===== src/rtl/mem_arb_pkg.sv =====
// ----------------------------------------------------------------------------
// mem_arb_pkg
// Shared types and constants for the memory arbiter that sits between the
// multicycle CPU's instruction-fetch port, its load/store port and the
// single-port data Memory.
//
// Contents
//   arb_state_t : arbiter sequencer states (IDLE, ACCESS, DONE)
//   req_id_t    : identity of a requester (REQ_IF = fetch, REQ_D = data)
//   CNT_W       : width of the strobe-hold down-counter (MEM_LATENCY <= 15)
//
// Optional build macro used by the files that import this package:
//   MEM_ARB_RR_EN : round-robin arbitration instead of fixed data priority.
// ----------------------------------------------------------------------------
package mem_arb_pkg;

  // Sequencer states. IDLE waits for a request, ACCESS holds the Memory
  // strobe, DONE delivers the one-cycle acknowledge.
  typedef enum logic [1:0] {
    IDLE   = 2'd0,
    ACCESS = 2'd1,
    DONE   = 2'd2
  } arb_state_t;

  // Requester identity. REQ_IF is deliberately the all-zero encoding so that
  // the cleared last-grant register means "fetch was granted last".
  typedef enum logic {
    REQ_IF = 1'b0,
    REQ_D  = 1'b1
  } req_id_t;

  // Counter width for the strobe-hold down-counter; holds MEM_LATENCY-1.
  localparam int CNT_W = 4;

endpackage : mem_arb_pkg


===== src/rtl/mem_arb_pick.sv =====
// ----------------------------------------------------------------------------
// mem_arb_pick
// Combinational arbitration decision for mem_arbiter. Looks at the two
// request lines (and, in round-robin builds, at who was granted last) and
// names the requester that should be served next.
//
// Ports
//   i_if_req       in   1  fetch request
//   i_d_req        in   1  data (load/store) request
//   i_last_grant   in   1  requester granted last (req_id_t encoding)
//   o_grant        out  1  requester to serve (req_id_t encoding)
//   o_grant_valid  out  1  at least one request is pending
//
// Build macro
//   MEM_ARB_RR_EN defined   : on a conflict grant the requester that was NOT
//                             granted last.
//   MEM_ARB_RR_EN undefined : fixed priority, data wins over fetch; the
//                             last-grant input is ignored.
// ----------------------------------------------------------------------------
module mem_arb_pick
  import mem_arb_pkg::*;
(
  input  logic i_if_req,
  input  logic i_d_req,
  input  logic i_last_grant,
  output logic o_grant,
  output logic o_grant_valid
);

`ifdef MEM_ARB_RR_EN

  // Round-robin: a lone requester always wins; on a conflict the side that
  // was not served last goes first, so neither port can starve the other.
  always_comb begin
    o_grant_valid = i_if_req | i_d_req;
    o_grant       = REQ_D;
    if (i_if_req && i_d_req) begin
      o_grant = (i_last_grant == REQ_D) ? REQ_IF : REQ_D;
    end else if (i_if_req) begin
      o_grant = REQ_IF;
    end
  end

`else

  // Fixed priority: a pending data access always goes ahead of a fetch,
  // which lets the load/store in flight finish before the next instruction.
  logic w_unused_last_grant;

  assign w_unused_last_grant = i_last_grant;

  always_comb begin
    o_grant_valid = i_if_req | i_d_req;
    o_grant       = i_d_req ? REQ_D : REQ_IF;
  end

`endif

endmodule : mem_arb_pick


===== src/rtl/mem_arbiter.sv =====
// ----------------------------------------------------------------------------
// mem_arbiter
// Shares the single-port data Memory between the CPU instruction-fetch port
// and the load/store port. The arbiter owns Memory's address, write data,
// memRead and memWrite pins and sequences every access as a strobe pulse, so
// each access presents Memory with a fresh rising edge. Each requester gets a
// one-cycle acknowledge with its read data.
//
// Parameters
//   ADDR_W       address width on all ports
//   DATA_W       data width on all ports
//   MEM_LATENCY  cycles the strobe is held before Memory read data is
//                sampled (legal range 1..15)
//
// Ports
//   i_clk        in   1       clock, rising edge
//   i_rst_n      in   1       asynchronous active-low reset
//   i_if_req     in   1       fetch request, held with i_if_addr until ack
//   i_if_addr    in   ADDR_W  fetch address
//   o_if_ack     out  1       one-cycle pulse, o_if_rdata valid
//   o_if_rdata   out  DATA_W  fetched word (holds between acks)
//   i_d_req      in   1       data request, held with operands until ack
//   i_d_we       in   1       1 = store, 0 = load
//   i_d_addr     in   ADDR_W  data address
//   i_d_wdata    in   DATA_W  store data
//   o_d_ack      out  1       one-cycle pulse, o_d_rdata valid
//   o_d_rdata    out  DATA_W  load data, 0 after a store
//   o_mem_addr   out  ADDR_W  Memory address (0 outside ACCESS)
//   o_mem_wdata  out  DATA_W  Memory write data (0 outside ACCESS)
//   o_mem_read   out  1       Memory memRead strobe
//   o_mem_write  out  1       Memory memWrite strobe
//   i_mem_rdata  in   DATA_W  Memory read data
//   o_busy       out  1       arbiter is not IDLE
//
// Build macro
//   MEM_ARB_RR_EN : round-robin arbitration (see mem_arb_pick). When it is
//                   undefined the last-grant register is not built.
//
// Timing: a request seen in IDLE in cycle t is acknowledged in cycle
// t+MEM_LATENCY+1; a requester can be served at most every MEM_LATENCY+2
// cycles.
// ----------------------------------------------------------------------------
module mem_arbiter
  import mem_arb_pkg::*;
#(
  parameter int ADDR_W      = 32,
  parameter int DATA_W      = 32,
  parameter int MEM_LATENCY = 1
) (
  input  logic              i_clk,
  input  logic              i_rst_n,
  input  logic              i_if_req,
  input  logic [ADDR_W-1:0] i_if_addr,
  output logic              o_if_ack,
  output logic [DATA_W-1:0] o_if_rdata,
  input  logic              i_d_req,
  input  logic              i_d_we,
  input  logic [ADDR_W-1:0] i_d_addr,
  input  logic [DATA_W-1:0] i_d_wdata,
  output logic              o_d_ack,
  output logic [DATA_W-1:0] o_d_rdata,
  output logic [ADDR_W-1:0] o_mem_addr,
  output logic [DATA_W-1:0] o_mem_wdata,
  output logic              o_mem_read,
  output logic              o_mem_write,
  input  logic [DATA_W-1:0] i_mem_rdata,
  output logic              o_busy
);

  // The counter is loaded with MEM_LATENCY-1 at grant and the strobe ends
  // when it reaches zero, giving exactly MEM_LATENCY strobe cycles.
  localparam logic [CNT_W-1:0] CNT_LOAD = CNT_W'(MEM_LATENCY - 1);

  arb_state_t       r_state;
  req_id_t          r_grant;
  logic             r_we;
  logic [CNT_W-1:0] r_cnt;

  logic             w_last_grant;
  logic             w_grant;
  logic             w_grant_valid;
  req_id_t          w_grant_id;
  logic             w_grant_we;
  logic [ADDR_W-1:0] w_grant_addr;
  logic [DATA_W-1:0] w_grant_wdata;

`ifdef MEM_ARB_RR_EN

  // Remembers which side was served most recently so the picker can favour
  // the other one on the next conflict. Clears to "fetch", which means the
  // very first conflict after reset is given to the data port.
  req_id_t r_last_grant;

  always_ff @(posedge i_clk or negedge i_rst_n) begin
    if (!i_rst_n) begin
      r_last_grant <= REQ_IF;
    end else if (r_state == IDLE && w_grant_valid) begin
      r_last_grant <= w_grant_id;
    end
  end

  assign w_last_grant = r_last_grant;

`else

  assign w_last_grant = REQ_IF;

`endif

  mem_arb_pick u_pick (
    .i_if_req      (i_if_req),
    .i_d_req       (i_d_req),
    .i_last_grant  (w_last_grant),
    .o_grant       (w_grant),
    .o_grant_valid (w_grant_valid)
  );

  // Operands of the winning requester. Fetches never write, so their write
  // data is forced to zero rather than leaking the data port's store value.
  assign w_grant_id    = req_id_t'(w_grant);
  assign w_grant_we    = (w_grant_id == REQ_D) && i_d_we;
  assign w_grant_addr  = (w_grant_id == REQ_D) ? i_d_addr : i_if_addr;
  assign w_grant_wdata = (w_grant_id == REQ_D) ? i_d_wdata : '0;

  // Busy is simply "not idle"; it comes straight from the state register.
  assign o_busy = (r_state != IDLE);

  // Main sequencer. All Memory pins and acknowledges are registered here.
  // The granted operands are latched directly into the Memory address and
  // write-data registers, which therefore double as the operand latches and
  // are cleared again when the strobe ends. The acks default to zero each
  // cycle so they can only ever be one-cycle pulses. An asynchronous reset
  // drops the strobes immediately and discards any access in flight.
  always_ff @(posedge i_clk or negedge i_rst_n) begin
    if (!i_rst_n) begin
      r_state     <= IDLE;
      r_grant     <= REQ_IF;
      r_we        <= 1'b0;
      r_cnt       <= '0;
      o_if_ack    <= 1'b0;
      o_if_rdata  <= '0;
      o_d_ack     <= 1'b0;
      o_d_rdata   <= '0;
      o_mem_addr  <= '0;
      o_mem_wdata <= '0;
      o_mem_read  <= 1'b0;
      o_mem_write <= 1'b0;
    end else begin
      o_if_ack <= 1'b0;
      o_d_ack  <= 1'b0;
      unique case (r_state)
        IDLE: begin
          if (w_grant_valid) begin
            r_grant     <= w_grant_id;
            r_we        <= w_grant_we;
            r_cnt       <= CNT_LOAD;
            o_mem_addr  <= w_grant_addr;
            o_mem_wdata <= w_grant_wdata;
            o_mem_read  <= !w_grant_we;
            o_mem_write <= w_grant_we;
            r_state     <= ACCESS;
          end
        end
        ACCESS: begin
          if (r_cnt == '0) begin
            // Last strobe cycle: capture the word and hand it to the
            // granted side; a store reports zero as its load data.
            o_mem_read  <= 1'b0;
            o_mem_write <= 1'b0;
            o_mem_addr  <= '0;
            o_mem_wdata <= '0;
            if (r_grant == REQ_IF) begin
              o_if_rdata <= i_mem_rdata;
              o_if_ack   <= 1'b1;
            end else begin
              o_d_rdata <= r_we ? '0 : i_mem_rdata;
              o_d_ack   <= 1'b1;
            end
            r_state <= DONE;
          end else begin
            r_cnt <= r_cnt - 1'b1;
          end
        end
        DONE: begin
          r_state <= IDLE;
        end
        default: begin
          r_state <= IDLE;
        end
      endcase
    end
  end

endmodule : mem_arbiter


===== config.mk =====
export PLATFORM = sky130hd
export DESIGN_NAME = mem_arbiter
export DESIGN_NICKNAME = d
export VERILOG_FILES = /design/src/rtl/mem_arb_pkg.sv /design/src/rtl/mem_arb_pick.sv /design/src/rtl/mem_arbiter.sv
export SDC_FILE = /design/constraint.sdc
export NUM_CORES = 1
export LEC_CHECK = 0
export CAP_MARGIN = 15
export CORE_MARGIN = 2
export CORE_UTILIZATION = 44
export CTS_BUF_LIST = sky130_fd_sc_hd__clkbuf_2
export DETAILED_ROUTE_END_ITERATION = 12
export HOLD_SLACK_MARGIN = 0.08
export PLACE_DENSITY = 0.89
export SYNTH_ARGS = -nofsm -noshare
export SYNTH_HDL_FRONTEND = slang
export SYNTH_SLANG_ARGS = --single-unit

===== constraint.sdc =====
create_clock -name i_clk -period 2.3 [get_ports i_clk]
set_input_delay 0.345 -clock i_clk [delete_from_list [all_inputs] [get_ports i_clk]]
set_output_delay 0.345 -clock i_clk [all_outputs]
set_load 0.005 [all_outputs]

# Yosys cells after proc, flatten, opt, wreduce, memory -nomap -nowiden
# Cells that the tools add are included.
# W data, S select, Z words.
[totals] ramBits=0 latchBits=0 wordCells=57 mem_bits_ro=0 n_memories=0 out_inout_bits=133 reg_bits=140 inputBits=133
[classes] n_div=0 bitwise_logic=2 muxes=26 mul=0 reduce_logical=12 eq_ne=4 shifts=0 n_addsub=1 n_lt_le_gt_ge=0
[op_table] cell="$mux W32" count=6
[op_table] cell="$pmux W32 S2" count=2
[op_table] cell="$reduce_and A3 Y1" count=4
[op_table] cell="$mux W1" count=10
[op_table] cell="$mux W4" count=2
[op_table] cell="$pmux W4 S2" count=1
[op_table] cell="$logic_not A4 Y1" count=1
[op_table] cell="$mux W2" count=2
[op_table] cell="$ne A2 B2 Y1 const B" count=2
[op_table] cell="$pmux W1 S2" count=2
[op_table] cell="$pmux W2 S2" count=1
[op_table] cell="$reduce_and A2 Y1" count=2
[op_table] cell="$reduce_bool A2 Y1" count=2
[op_table] cell="$sub A4 B1 Y4 const B" count=1
[op_table] cell="$eq A2 B1 Y1 const B" count=1
[op_table] cell="$logic_not A2 Y1" count=1
[op_table] cell="$ne A2 B1 Y1 const B" count=1
[op_table] cell="$logic_and A1 B1 Y1" count=1
[op_table] cell="$logic_not A1 Y1" count=1
[op_table] cell="$not A1 Y1" count=1
[op_table] cell="$or A1 B1 Y1" count=1

# Logic depth before layout (Yosys ltp)
# Gate-level depths: netlist of run 1.
[depth] depth_word=5 ltp_mapped=7 mapped_depth_nobuf=5

# Modules after synthesis
# A second synthesis of run 1 with hierarchy kept.
[unflattened] hier_cells=404 area_unflattened_um2=5756.8
[by_module_without_submodules] module="mem_arbiter" cells_each=402 area_per_inst_um2=5743.0 n_inst=1
[by_module_without_submodules] module="mem_arb_pick" cells_each=2 area_per_inst_um2=13.8 n_inst=1

# Least setup slack after synthesis of run 1
# Ideal clock, no wire load.
[synth_timing] kind="register to register" from="reg r_cnt[0]" to="reg o_if_rdata[10]" slack_ns=0.521 period_less_slack_ns=1.779 t_required_ns=2.175 path_stages_with_launch=7 path_buffers=1 setup_ns=0.125 arrival_ns=1.654 cell_sequence="dfrtp_1 -> inv_1 -> ha_1 -> nand2b_4 -> nor4_4 -> buf_6 -> mux2_2"
[synth_between] elab_chain_len=2
[synth_rtl] item="start, declared" line="mem_arbiter.sv:77" text="logic [CNT_W-1:0] r_cnt;"
[synth_rtl] item="start signal, assigned" line="mem_arbiter.sv:181" text="r_cnt <= r_cnt - 1'b1;"
[synth_rtl] item="$logic_not A4 Y1" line="mem_arbiter.sv:165" text="if (r_cnt == '0) begin"
[synth_rtl] item="$reduce_and A3 Y1 (no line)"
[synth_rtl] item="end signal, assigned" line="mem_arbiter.sv:173" text="o_if_rdata <= i_mem_rdata;"
[synth_rtl] item="end, declared" line="mem_arbiter.sv:55" text="output logic [DATA_W-1:0] o_if_rdata,"
# Every way passes these cells.
# A chain may end at the register's enable or synchronous reset.

# Worst setup path after layout of run 1
[layout_timing] from="reg o_mem_addr[6]" to="out o_mem_addr[6]"
[layout_rtl] item="start, declared" line="mem_arbiter.sv:62" text="output logic [ADDR_W-1:0] o_mem_addr,"
[layout_rtl] item="start signal, assigned" line="mem_arbiter.sv:157" text="o_mem_addr <= w_grant_addr;"
# No word-level cell between the ends.

==> metrics.txt, run 1 <==
clock latency on the worst-skew pair=0.69 ns; max cap viols=0; Detailed Route WL=16400 um; average size of a mapped cell=13.3 sq um; Max transition margin=53.0%; Clock Tree Root=sky130_fd_sc_hd__clkbuf_2; total global routing overflow=0; Final Hold Violating Endpoints=0; synthesized net count=591; worst slew pin tran=0.704 ns; Leak=4.15 nW; share of total power in the clock network=17.0%; chip width=121 um; kind of end point of the critical path=primary output; htree depth=4; TritonCTS clock tree=done; number of filler instances in the final layout=945; number of I/O pins=266; layout cells sized above 1=16.0%; CP Class=register to primary output; Die Ht=121 um; cell-internal power=8.26 mW; iteration-0 DRC count of the detailed router=304; sum of buffers and inverters on the critical path=1; post-layout power=11.8 mW; Final Slew Violations=0; GRT Resource Usage Total=22.9%; antenna violation net count after detailed routing=0; placer's final routability congestion estimate=0.800; number of DRC violations after detailed routing=0; final setup violation count=0; power spent charging and discharging nets=3.57 mW; pin count of the biggest net entering global routing=65; NumNets Final=860; post-layout util=69.6%; Area growth syn-to-layout=53.0%; vias in the first global route=4973; result of the run=completed; share of power burned in registers=36.0%; count of input and output buffers=265; total number of vias=4775; number of flip-flops and latches in the synthesized netlist=140; final HPWL from detailed placement=11700 um; Max VDD drop=0.531 mV; Final Non-Filler Cells=913; area enclosed by the die boundary=14800 sq um; number of instances in the synthesized netlist=456; unrepaired setup endpoints after global routing=false; final sum of negative setup slack=0 ns; Tcrit/Tclk final=87.2%; Min-Delay Path Class=primary input to register; Critical Path Source Type=register; cell area after technology mapping=6070 sq um; final worst path period need=2.00 ns; standard-cell row count=42; initial core utilization=45.5%; maximum fanout along the worst path=2; detailed-route vias per instance=5.23; worst endpoint required time=1.96 ns; placed insts=876; cell chain of the critical path=clkdlybuf4s50_1; timing-limited maximum frequency=499 MHz; number of buffers created by CTS=17; count of synthesis-stage warnings from yosys=0; maximum root-to-sink buffer count=2; core region area=13300 sq um; power density over the cells=1270 nW/um^2; Max stage delay cell, worst path=sky130_fd_sc_hd__clkdlybuf4s50_1; clock skew=0.0166 ns; sequential element share of the synthesized area=57.7%; switching fraction of total power=30.2%; Cell variety after synth=38; global-route wire length before repair=25800 um; Gate power share=47.1%; number of sinks driven by the clock tree=140; arrival time of data at the critical path endpoint=1.66 ns; Worst R2R Setup Slack=0.36 ns; largest stage delay on the critical path=0.53 ns; drt wl/cell=18.0 um; Clk pin slew, worst setup/hold paths=0.19 ns; count of TritonRoute iterations in the first routing pass=4; antenna fix cells=0; initial antenna violation count=0; Worst path top cell family by delay=buffers and inverters
-- synth_stat cells (all sizes together) --
master,instances,area (sq um)
a21o,15,113
a221oi,1,8.76
a22o,51,447
a22oi,1,12.5
a41o,1,10.0
and2,2,12.5
and3,2,12.5
and4bb,1,12.5
buf,26,213
clkbuf,9,33.8
dfrtp,140,3500
ha,2,25.0
inv,4,15.0
mux2,65,841
mux2i,16,160
nand2,38,143
nand2b,2,20.0
nand4,1,6.26
nor2,3,16.3
nor2b,33,206
nor3,1,5.00
nor3b,1,7.51
nor4,15,109
o21ai,22,110
o221ai,1,8.76
o22ai,2,12.5
or2,1,6.26
-- worst register-to-register path: cells and delay by family, from the launching register on --
kind,cells,cell delay (ns)
multiplexers,1,0.37
AND/OR/NAND/NOR,2,0.49
buffers and inverters,2,0.32
adder cells (fa/ha/maj),1,0.23
flip-flops,1,0.44
-- registers in the layout, summed over array words and instances, names as in the netlist --
name         count
o_d_rdata       32
o_if_rdata      32
o_mem_addr      32
o_mem_wdata     32
r_cnt            4
r_state          2
o_d_ack          1
o_if_ack         1
o_mem_read       1
o_mem_write      1
r_grant          1
r_we             1
-- cell families after synthesis --
kind of cell	after synthesis	synth area share (%)
AOI/OAI and AO/OA	94	11.9
and+or+nand+nor	100	9.17
muxes	81	16.5
DFF	140	57.7
adders and majority gates	2	0.412
buffers and inverters	39	4.31
-- path summary, 6_finish.rpt --
check                           depth (start not counted)               to     startpoint
worst max register to register                          6    o_d_rdata[17]       r_cnt[0]
max in group asynchronous                               4    o_if_rdata[5]        i_rst_n
worst max-delay path                                    1    o_mem_addr[6]  o_mem_addr[6]
worst min-delay path                                    2  o_mem_wdata[20]  i_d_wdata[20]
min in group asynchronous                               3     o_d_rdata[6]        i_rst_n
worst min register to register                          1    o_mem_addr[4]  o_mem_addr[4]
-- per-layer routing --
metal  track usage (%)  wire length (um)
met1              27.8              6640
met2              38.6              8120
met3              6.53              1310
met4              8.98               337
met5                 0                 0
-- what timing repair did --
action / 4_1_cts / 5_1_grt
hold buffers: 4 / 0
buffers inserted: 2 / 0
pin swaps: 0 / 1
setup endpoints to repair: 1 / 1
gates resized for setup: 3 / 1
endpoints found under the hold margin: 143 / 0
cloned: 0 / 0
-- power by group through the flow --
stage / combinational, mW / clock [mW] / sequential (mW)
5_1_grt: 5.95 / 2.16 / 4.39
3_3_place_gp: 5.37 / 0 / 4.26
3_5_place_dp: 5.56 / 0 / 4.30
6_report: 5.56 / 2.00 / 4.25
4_1_cts: 5.62 / 2.05 / 4.26
2_1_floorplan: 2.51 / 0 / 4.30
-- cell usage in the layout, fill, tap and decap left out, types with 2 or more instances in the layout --
cell	instances
sky130_fd_sc_hd__a21o_1	15
sky130_fd_sc_hd__a22o_1	51
sky130_fd_sc_hd__and2_1	2
sky130_fd_sc_hd__buf_12	5
sky130_fd_sc_hd__buf_4	12
sky130_fd_sc_hd__bufinv_16	8
sky130_fd_sc_hd__clkbuf_2	17
sky130_fd_sc_hd__clkdlybuf4s50_1	262
sky130_fd_sc_hd__clkinv_1	3
sky130_fd_sc_hd__dfrtp_1	140
sky130_fd_sc_hd__dlygate4sd3_1	3
sky130_fd_sc_hd__ha_1	2
sky130_fd_sc_hd__inv_1	3
sky130_fd_sc_hd__mux2_2	35
sky130_fd_sc_hd__mux2_4	29
sky130_fd_sc_hd__mux2i_1	16
sky130_fd_sc_hd__nand2_1	38
sky130_fd_sc_hd__nor2b_1	33
sky130_fd_sc_hd__nor4_1	14
sky130_fd_sc_hd__o21ai_0	22
sky130_fd_sc_hd__o22ai_1	2
-- per-stage QoR --
stage	setup WS (ns)	hold slack, ns	instance area (sq um)
floorplan	0.521	0.0494	6070
finish	0.295	0.239	9280
detailed placement	0.377	0.315	8850
global route	0.142	0.147	9280
CTS	0.0177	0.150	9280
global placement	0.445	0.303	8850
-- cell type report --
cell class | instances | area (sq um) | share of cell area (%)
flip-flops and latches | 140 | 3500 | 37.7
repair buffers | 285 | 2870 | 30.9
multi-input cells | 277 | 2310 | 24.9
clock inverters | 14 | 273 | 2.94
well taps | 176 | 220 | 2.37
clock buffers | 17 | 85.1 | 0.916
inverters | 4 | 20.0 | 0.216
(Power assumes the default switching activity.)
==> run 2, diff against run 1 <==
Settings changed: SLEW_MARGIN set to 10.
==> results of run 2 <==
The final DEF is identical to that of run 1; final timing and power are the same.
==> run 3, diff against run 2 <==
Settings changed: CORE_UTILIZATION 44 to 40, PLACE_DENSITY 0.89 to 0.83.
==> metrics.txt, run 3 (synthesis results as in run 1) <==
number of buffers created by CTS=17; clock skew=0.0289 ns; Clk pin slew, worst setup/hold paths=0.21 ns; Clock Tree Root=sky130_fd_sc_hd__clkbuf_2; worst slew pin tran=0.697 ns; Area growth syn-to-layout=52.5%; hold-critical path depth=3; number of sinks driven by the clock tree=140; NumNets Final=865; met3 usage=6.87%; number of DRC violations after detailed routing=0; core region area=15000 sq um; count of input and output buffers=265; Detailed Route WL=16100 um; Final Hold Violating Endpoints=0; pin count of the biggest net entering global routing=63; largest stage delay on the critical path=0.46 ns; Leak=4.14 nW; max cap viols=0; vias in the first global route=4971; most frequent standard cell in the layout excluding fill and tap cells=sky130_fd_sc_hd__clkdlybuf4s50_1; drt wl/cell=17.3 um; maximum fanout along the worst path=7; CP Class=register to register; global-route wire length before repair=25600 um; GRT Resource Usage Total=20.2%; power density over the cells=1250 nW/um^2; Min-Delay Startpoint=i_d_req; total global routing overflow=0; Tcrit/Tclk final=89.0%; met1 demand-to-capacity share in global routing=24.4%; area enclosed by the die boundary=16200 sq um; htree depth=4; arrival time of data at the critical path endpoint=2.62 ns; kind of end point of the critical path=register; result of the run=completed; layout cells sized above 1=17.2%; most used cells in the layout excluding fill and tap cells=262 x sky130_fd_sc_hd__clkdlybuf4s50_1, 140 x sky130_fd_sc_hd__dfrtp_1, 51 x sky130_fd_sc_hd__a22o_1; Max transition margin=53.5%; Die Ht=127 um; final HPWL from detailed placement=11800 um; count of TritonRoute iterations in the first routing pass=4; initial antenna violation count=1; Max VDD drop=0.547 mV; maximum root-to-sink buffer count=2; antenna violation net count after detailed routing=0; TritonCTS clock tree=done; standard cell area after detailed placement=8890 sq um; R2R Path End=o_d_rdata[17]; standard-cell row count=45; unrepaired setup endpoints after global routing=false; worst hold slack=0.178 ns; logic depth of the worst register-to-register path=6; timing-limited maximum frequency=489 MHz; final sum of negative setup slack=0 ns; detailed-route vias per instance=5.03; number of I/O pins=266; Worst R2R Setup Slack=0.25 ns; Critical Path Source Type=register; iteration-0 DRC count of the detailed router=204; total number of vias=4692; grt peak-use layer=met2; Final Slew Violations=0; initial core utilization=40.4%; Min-Delay Path Class=primary input to register; Max stage delay cell, worst path=sky130_fd_sc_hd__dfrtp_1; final design instance area without fill=9260 sq um; worst endpoint required time=2.87 ns; placer's final routability congestion estimate=0.790; met2 Use GR=34.1%; number of filler instances in the final layout=1172; clock latency on the worst-skew pair=0.68 ns; final worst path period need=2.05 ns; chip width=127 um; origin of the critical flop-to-flop path=r_cnt[0]; final setup violation count=0; post-layout util=61.6%; cell chain of the critical path=inv_1 -> ha_1 -> and4bb_1 -> and3_2 -> buf_4 -> mux2_2; end of the worst hold path=o_mem_wdata[31]
==> run 3: how the worst max path moves through the flow <==
stage                                end          start  slack, ns
after global routing       o_mem_addr[6]  o_mem_addr[6]       0.15
after detailed placement   o_d_rdata[17]       r_cnt[0]       0.31
after CTS                         o_busy     r_state[0]       0.01
after global placement     o_d_rdata[17]       r_cnt[0]       0.37
final                      o_d_rdata[17]       r_cnt[0]       0.25
after floorplan           o_if_rdata[10]       r_cnt[0]       0.52
==> run 3: timing repair <==
item / 4_1_cts / 5_1_grt
hold buffers: 1 / 0
buffers inserted: 2 / 6
setup endpoints to repair: 1 / 1
endpoints found under the hold margin: 140 / 0
resized for setup: 2 / 3
pin swaps: 0 / 1
==> run 3: worst max-delay path, delay by kind of cell (launching register included) <==
family                   cells  cell delay (ns)
multiplexers                 1             0.35
AND/OR/NAND/NOR              2             0.56
buffers and inverters        2             0.33
adder cells (fa/ha/maj)      1             0.25
flip-flops                   1             0.46
==> run 3: per-stage QoR <==
stage                     instances  setup slack (ns)  power (mW)
after floorplan                 456             0.521        6.81
after global placement          890             0.372        9.65
after detailed placement        890             0.313        9.85
after CTS                       925            0.0125        11.6
after global routing            932             0.153        12.2
final                           932             0.254        11.5
==> run 3: routing by layer <==
| layer | part of all wire (%) | up-vias |
|---|---|---|
| met5 | 0 | - |
| met4 | 1.9 | 0 |
| met3 | 7.4 | 18 |
| met2 | 49 | 202 |
| met1 | 41 | 2281 |
| li1 | - | 2191 |
==> run 3: final cells by class <==
cell class / count / area (sq um) / share of cell area (%)
tap: 188 / 235 / 2.54
antenna: 1 / 2.50 / 0.0270
clock buffer: 17 / 85.1 / 0.919
inverter: 4 / 20.0 / 0.216
clock inverter: 15 / 195 / 2.11
sequential: 140 / 3500 / 37.8
timing repair buffer: 290 / 2900 / 31.4
multi-input combinational: 277 / 2310 / 25.0
==> run 3: power by group <==
group          total [mW]  internal, mW  switching (mW)
sequential           4.26          3.58           0.683
combinational        5.63          3.64            1.99
clock                1.63         0.713           0.915
total                11.5          7.93            3.59
